==> config.mk <==
export PLATFORM = sky130hd
export DESIGN_NAME = reg_ctx_ctrl
export DESIGN_NICKNAME = d
export VERILOG_FILES = /design/src/rtl/reg_ctx_ctrl.sv
export SDC_FILE = /design/constraint.sdc
export NUM_CORES = 1
export LEC_CHECK = 0
export ABC_AREA = 0
export ABC_CLOCK_PERIOD_IN_PS = 2350
export CAP_MARGIN = 0
export CORE_UTILIZATION = 38
export DETAILED_ROUTE_END_ITERATION = 8
export GPL_TIMING_DRIVEN = 0
export PLACE_DENSITY = 0.81
export RECOVER_POWER = 50
export SETUP_SLACK_MARGIN = 0.3
export SKIP_CTS_REPAIR_TIMING = 1
export SYNTH_ARGS = -nofsm -noshare
export SYNTH_HDL_FRONTEND = slang
export SYNTH_SLANG_ARGS = --single-unit
==> constraint.sdc <==
create_clock -name CLK -period 2.35 [get_ports CLK]
set_input_delay 0.47 -clock CLK [delete_from_list [all_inputs] [get_ports CLK]]
set_output_delay 0.47 -clock CLK [all_outputs]
set_load 0.005 [all_outputs]
==> src/rtl/reg_ctx_ctrl.sv <==
`default_nettype none
// ============================================================================
// Module      : reg_ctx_ctrl
// Description : Register-context save/restore engine. Dumps the 32-entry
//               register file to a memory context area or reloads it, one
//               word per access, stalling the CPU through BUSY.
//               Optional build macro REG_CTX_SKIP_X0_EN starts at register 1
//               so that x0 is never transferred.
// Revision    : 1.0 - initial release
// ============================================================================
module reg_ctx_ctrl (
    input  logic        CLK,
    input  logic        RESET,
    input  logic        SAVE_REQ,
    input  logic        RESTORE_REQ,
    input  logic [31:0] BASE_ADDR,
    output logic        BUSY,
    output logic        DONE,
    output logic [4:0]  RF_RADDR,
    input  logic [31:0] RF_RDATA,
    output logic [4:0]  RF_WADDR,
    output logic [31:0] RF_WDATA,
    output logic        RF_WRITE,
    output logic        MEM_READ,
    output logic        MEM_WRITE,
    output logic [31:0] MEM_ADDR,
    output logic [31:0] MEM_WRITEDATA,
    input  logic [31:0] MEM_READDATA,
    input  logic        MEM_BUSYWAIT
);

`ifdef REG_CTX_SKIP_X0_EN
    localparam logic [4:0] START_IDX = 5'd1;
`else
    localparam logic [4:0] START_IDX = 5'd0;
`endif
    localparam logic [4:0] LAST_IDX = 5'd31;

    typedef enum logic [2:0] {
        S_IDLE        = 3'd0,
        S_SAVE_FETCH  = 3'd1,
        S_SAVE_WRITE  = 3'd2,
        S_LOAD_READ   = 3'd3,
        S_LOAD_COMMIT = 3'd4,
        S_FINISH      = 3'd5
    } state_t;

    state_t      state_q, state_d;
    logic [4:0]  idx_q,   idx_d;
    logic [31:0] data_q,  data_d;
    logic [31:0] base_q,  base_d;
    logic [31:0] word_addr;

    // Context-area address of the current register; wraps modulo 2^32.
    assign word_addr = base_q + {25'd0, idx_q, 2'b00};

    // State, index, data and base registers with asynchronous clear.
    always_ff @(posedge CLK or negedge RESET) begin
        if (!RESET) begin
            state_q <= S_IDLE;
            idx_q   <= 5'd0;
            data_q  <= 32'd0;
            base_q  <= 32'd0;
        end else begin
            state_q <= state_d;
            idx_q   <= idx_d;
            data_q  <= data_d;
            base_q  <= base_d;
        end
    end

    // Next-state and output decode; every output is zero in IDLE.
    always_comb begin
        state_d       = state_q;
        idx_d         = idx_q;
        data_d        = data_q;
        base_d        = base_q;
        BUSY          = (state_q != S_IDLE);
        DONE          = 1'b0;
        RF_RADDR      = 5'd0;
        RF_WADDR      = 5'd0;
        RF_WDATA      = 32'd0;
        RF_WRITE      = 1'b0;
        MEM_READ      = 1'b0;
        MEM_WRITE     = 1'b0;
        MEM_ADDR      = 32'd0;
        MEM_WRITEDATA = 32'd0;

        case (state_q)
            S_IDLE: begin
                // Save has priority when both requests are present.
                if (SAVE_REQ) begin
                    base_d  = BASE_ADDR & 32'hFFFF_FFFC;
                    idx_d   = START_IDX;
                    state_d = S_SAVE_FETCH;
                end else if (RESTORE_REQ) begin
                    base_d  = BASE_ADDR & 32'hFFFF_FFFC;
                    idx_d   = START_IDX;
                    state_d = S_LOAD_READ;
                end
            end
            S_SAVE_FETCH: begin
                RF_RADDR = idx_q;
                data_d   = RF_RDATA;
                state_d  = S_SAVE_WRITE;
            end
            S_SAVE_WRITE: begin
                MEM_WRITE     = 1'b1;
                MEM_ADDR      = word_addr;
                MEM_WRITEDATA = data_q;
                if (!MEM_BUSYWAIT) begin
                    if (idx_q == LAST_IDX) begin
                        state_d = S_FINISH;
                    end else begin
                        idx_d   = idx_q + 5'd1;
                        state_d = S_SAVE_FETCH;
                    end
                end
            end
            S_LOAD_READ: begin
                MEM_READ = 1'b1;
                MEM_ADDR = word_addr;
                if (!MEM_BUSYWAIT) begin
                    data_d  = MEM_READDATA;
                    state_d = S_LOAD_COMMIT;
                end
            end
            S_LOAD_COMMIT: begin
                RF_WRITE = 1'b1;
                RF_WADDR = idx_q;
                RF_WDATA = data_q;
                if (idx_q == LAST_IDX) begin
                    state_d = S_FINISH;
                end else begin
                    idx_d   = idx_q + 5'd1;
                    state_d = S_LOAD_READ;
                end
            end
            S_FINISH: begin
                DONE    = 1'b1;
                state_d = S_IDLE;
            end
            default: begin
                state_d = S_IDLE;
            end
        endcase
    end

endmodule
`default_nettype wire

**Yosys cells after proc, flatten, opt, wreduce, memory -nomap -nowiden**

Index checks and enable logic that the tools add are counted.

- Multiplexer cells: 25
- $add $sub $neg: 2
- Reductions and logical operators: 10
- Equal/unequal tests: 9

Operator list:

| operator | number |
|---|---|
| $mux 32 | 6 |
| $pmux 32 s2 | 1 |
| $add 32x7->32 | 1 |
| $mux 5 | 6 |
| $mux 3 | 6 |
| $pmux 3 s5 | 1 |
| $pmux 5 s3 | 1 |
| $eq 3x2->1 const B | 2 |
| $eq 3x3->1 const B | 2 |
| $reduce_and 3->1 | 2 |
| $reduce_bool 3->1 | 2 |
| $add 5x1->5 const B | 1 |
| $eq 5x5->1 const B | 1 |
| $mux 1 | 4 |
| $ne 2x2->1 const B | 2 |
| $reduce_and 2->1 | 2 |
| $reduce_bool 2->1 | 2 |
| $eq 3x1->1 const B | 1 |
| $logic_not 3->1 | 1 |
| $ne 3x3->1 const B | 1 |
| $reduce_or 2->1 | 1 |

- Output and inout port bits: 111
- Logic and storage cells: 50
- Register bits after elaboration: 72
- Input port bits: 101

**Logic depth before layout (Yosys ltp)**

- Word-level depth: 4
- Depth in mapped cells: 8
- Gate-level depth less buffers: 7

**Worst setup path after synthesis**

No wires, ideal clock.

- Path type: register to output
- Start point: register idx_q[0]
- End point: output MEM_ADDR[14]
- Path buffers: 1
- Setup slack: -165 ps
- Stages on the path, launching flop included: 8
- Arrival: 2045 ps
- Data required time: 1880 ps
- Cells stage by stage: dfrtp_1 > ha_1 > fa_1 > a21o_2 > a31oi_1 > clkbuf_1 > o21a_1 > o21a_1

- Longest elaborated chain between the ends: 2

Ends and longest elaborated chain:

| item | RTL line | RTL |
|---|---|---|
| from (decl) | 49 | `logic [4:0] idx_q, idx_d;` |
| from (signal assigned) | 66 | `idx_q <= idx_d;` |
| $add 32x7->32 | 55 | `assign word_addr = base_q + {25'd0, idx_q, 2'b00};` |
| $mux 32 | 89 | `case (state_q)` |
| to (decl) | 26 | `output logic [31:0] MEM_ADDR,` |

Every way passes these cells.

**Worst setup path after layout**

- Start point: register idx_q[0]
- End point: output MEM_ADDR[16]

The elaborated chain is that of the path after synthesis.

==> results_dict.tcl <==
set metrics [dict create \
    async_flop_share 1.000 \
    clkPwrFrac 0.146 \
    grt_pass1_vias 4811 \
    setup_viol 62 \
    grt_max_degree 71 \
    h-tree-depth 3 \
    rows 39 \
    clock_latency_ns 0.33 \
    nets 922 \
    antenna_found_initial 1 \
    cp-end-kind "primary output" \
    synth.distinct_cells 50 \
    pin_count 212 \
    grt_pass1_wl_microns 24720 \
    cts.sink_count 70 \
    post-route-min-period_ns 2.994 \
    vias_per_cell 5.563 \
    die_h_microns 111.7 \
    synth_seq_area_share 0.3827 \
    p_sw_mw 3.905 \
    hpwl_microns 12010 \
    synth_top_area_cell "dfrtp_1" \
    detail-route-antenna-nets 0 \
    p_leak_nw 4.411 \
    vias 5352 \
    die_area_sq_um 12490 \
    grt_use_total 0.2497 \
    crit_type "flip-flop to primary output" \
    syn_area_sq_um 4577 \
    synthTopCellsByCount "dfrtp_1, nand2_1, o21ai_0" \
    n_fill_cell 840 \
    ir_drop_v 0.0006399 \
    cts_tree "done" \
    drc_errors 13 \
    cts_buffers 9 \
    fin_crit_sh 1.274 \
    internal_power_mw 5.610 \
    rrSetupSlack_ns 0.15 \
    portBuffers 207 \
    clkTransAtPathRegs_ns 0.06 \
    rsz0062_at_grt "true" \
    dp.cells 855 \
    hold_violations 0 \
    timing.hold.ws_ns 0.4926 \
    violations "design-rule violations, max-capacitance violations, max-slew violations, negative setup slack" \
    final.setup_skew_ns 0.009745 \
    synth.top_cell.area_share 0.3827 \
    fmax_mhz 334.0 \
    globalRouteOverflowTotal 0 \
    synth_seq_cells 70 \
    cap_violations 1 \
    synth_ff_type "dfrtp_1" \
    dr.first_iter.drc_count 364 \
    routabilityCongestion 0.9218 \
    pwr-share-comb 0.588 \
    coreArea_sq_um 11560 \
    seqPwrFrac 0.265 \
    relSlewSlack -0.2059 \
    finalPower_mw 9.516 \
    wirelength_microns 18520 \
    cts_root_buf "clkbuf_16" \
    synth_edf_count 0 \
    layoutNonFillerInstCount 962 \
    setup_ws_ns -0.6438 \
    critPathMaxFanout 5 \
    die_w_microns 111.7 \
    startpoint_type "flip-flop" \
    synthTopCellsByArea "dfrtp_1, mux2i_1, mux2_2" \
    netSwitchingFraction 0.4104 \
    area_delta_synth_final_pct 81.06 \
    syn_avg_cell_area_sq_um 9.081 \
    firstDrtPassIters 7 \
    p_per_area_nw_per_um2 1148 \
    dp_slack_ns -0.7503 \
    status "finished, violations left" \
    wl_per_cell_microns 19.26 \
    yosysMostFrequentCell "dfrtp_1" \
    fin_setup_tns_ns -15.91 \
    clockBufferDepth 2 \
    ys_warn_count 0 \
    cp.required_ns 1.88 \
    drive_gt1_frac 0.4169 \
    maxSlewViolCount 71 \
    min_path_type "flip-flop to flip-flop" \
    arrival_ns 2.52 \
    worst_slew_pin_slew_ns 1.809 \
    netlist_instances 504 \
    initial_core_util 0.3958 \
]
-- path summary, 6_finish.rpt --
path,startpoint,to,cells past startpoint
max in group asynchronous,RESET,idx_q[0],1
worst min register to register,data_q[26],data_q[26],2
worst max register to register,idx_q[1],idx_q[3],9
worst max-delay path,idx_q[0],MEM_ADDR[16],10
worst min-delay path,data_q[26],data_q[26],2
min in group asynchronous,RESET,base_q[22],1
-- through the flow --
stage | util | instance area, sq um
2_1_floorplan | - | 4684
3_3_place_gp | 0.5997 | 6935
3_5_place_dp | 0.5995 | 6933
4_1_cts | 0.6254 | 7233
5_1_grt | 0.7165 | 8287
6_report | 0.7165 | 8287
-- kinds of logic (layout without fill, tap and decap cells) --
logic type               count (synthesis)  in the layout  synth area share
AND/OR/NAND/NOR                        207            207            0.2534
AO/OA/AOI/OAI                          104            104            0.1345
flip-flops                              70             70            0.3827
multiplexers                            63             63            0.1454
buffers and inverters                   46            359           0.05003
adder cells (fa/ha/maj)                  8              8           0.02351
XOR/XNOR                                 5              5          0.009570
other                                    1              3         0.0008193
-- power groups by stage --
stage | Clock (mW) | Sequential [mW] | Combinational, mW
3_5_place_dp | 0 | 2.45 | 4.43
5_1_grt | 1.46 | 2.60 | 5.99
6_report | 1.39 | 2.53 | 5.60
2_1_floorplan | 0 | 2.20 | 2.56
4_1_cts | 1.40 | 2.43 | 4.45
3_3_place_gp | 0 | 2.40 | 4.32
-- sequential cells by signal, summed over array words and instances (netlist names) --
signal / flops
data_q: 32
base_q: 30
idx_q: 5
state_q: 3
-- cell usage in the layout (no fill, tap or decap), types with 8 or more instances in the layout --
| master | n |
|---|---|
| and2_1 | 33 |
| dlymetal6s2s_1 | 29 |
| clkdlybuf4s50_1 | 98 |
| and3_1 | 30 |
| or4_4 | 10 |
| and2_4 | 11 |
| and3_4 | 9 |
| mux2i_1 | 33 |
| or3_1 | 8 |
| nand3_1 | 8 |
| nand2_1 | 53 |
| buf_2 | 30 |
| mux2_2 | 28 |
| buf_6 | 51 |
| o21ai_0 | 45 |
| clkbuf_16 | 11 |
| nor2_1 | 9 |
| clkbuf_2 | 53 |
| dfrtp_1 | 63 |
| buf_4 | 64 |
| a21oi_2 | 14 |
-- cell type report --
| type | count | area [sq um] | share of cell area |
|---|---|---|---|
| multi-input cells | 389 | 3050 | 0.3681 |
| repair buffers | 297 | 2620 | 0.3162 |
| flip-flops and latches | 70 | 1760 | 0.2124 |
| plain buffers | 40 | 349.1 | 0.04213 |
| clock buffers | 10 | 239.0 | 0.02884 |
| well taps | 143 | 178.9 | 0.02159 |
| clock inverters | 6 | 61.31 | 0.007398 |
| inverters | 6 | 25.02 | 0.003020 |
| diodes | 1 | 2.502 | 0.0003020 |
-- routing by layer --
layer	GRT usage	up-vias	share of wire
met1	0.3001	2624	0.38
met3	0.06097	30	0.080
met5	0	-	0
met4	0.08739	0	0.020
met2	0.4340	267	0.52
li1	-	2431	-
-- worst max-delay path, stage by stage (launching register included) --
cell and delay (ns):
dfrtp_2 0.45, ha_4 0.18, fa_2 0.38, a21o_4 0.24, a31oi_4 0.28, buf_6 0.15
buf_8 0.10, buf_6 0.10, o31ai_4 0.05, a21oi_2 0.14, buf_2 0.13
No activity file was read; power rests on OpenSTA's default activity.
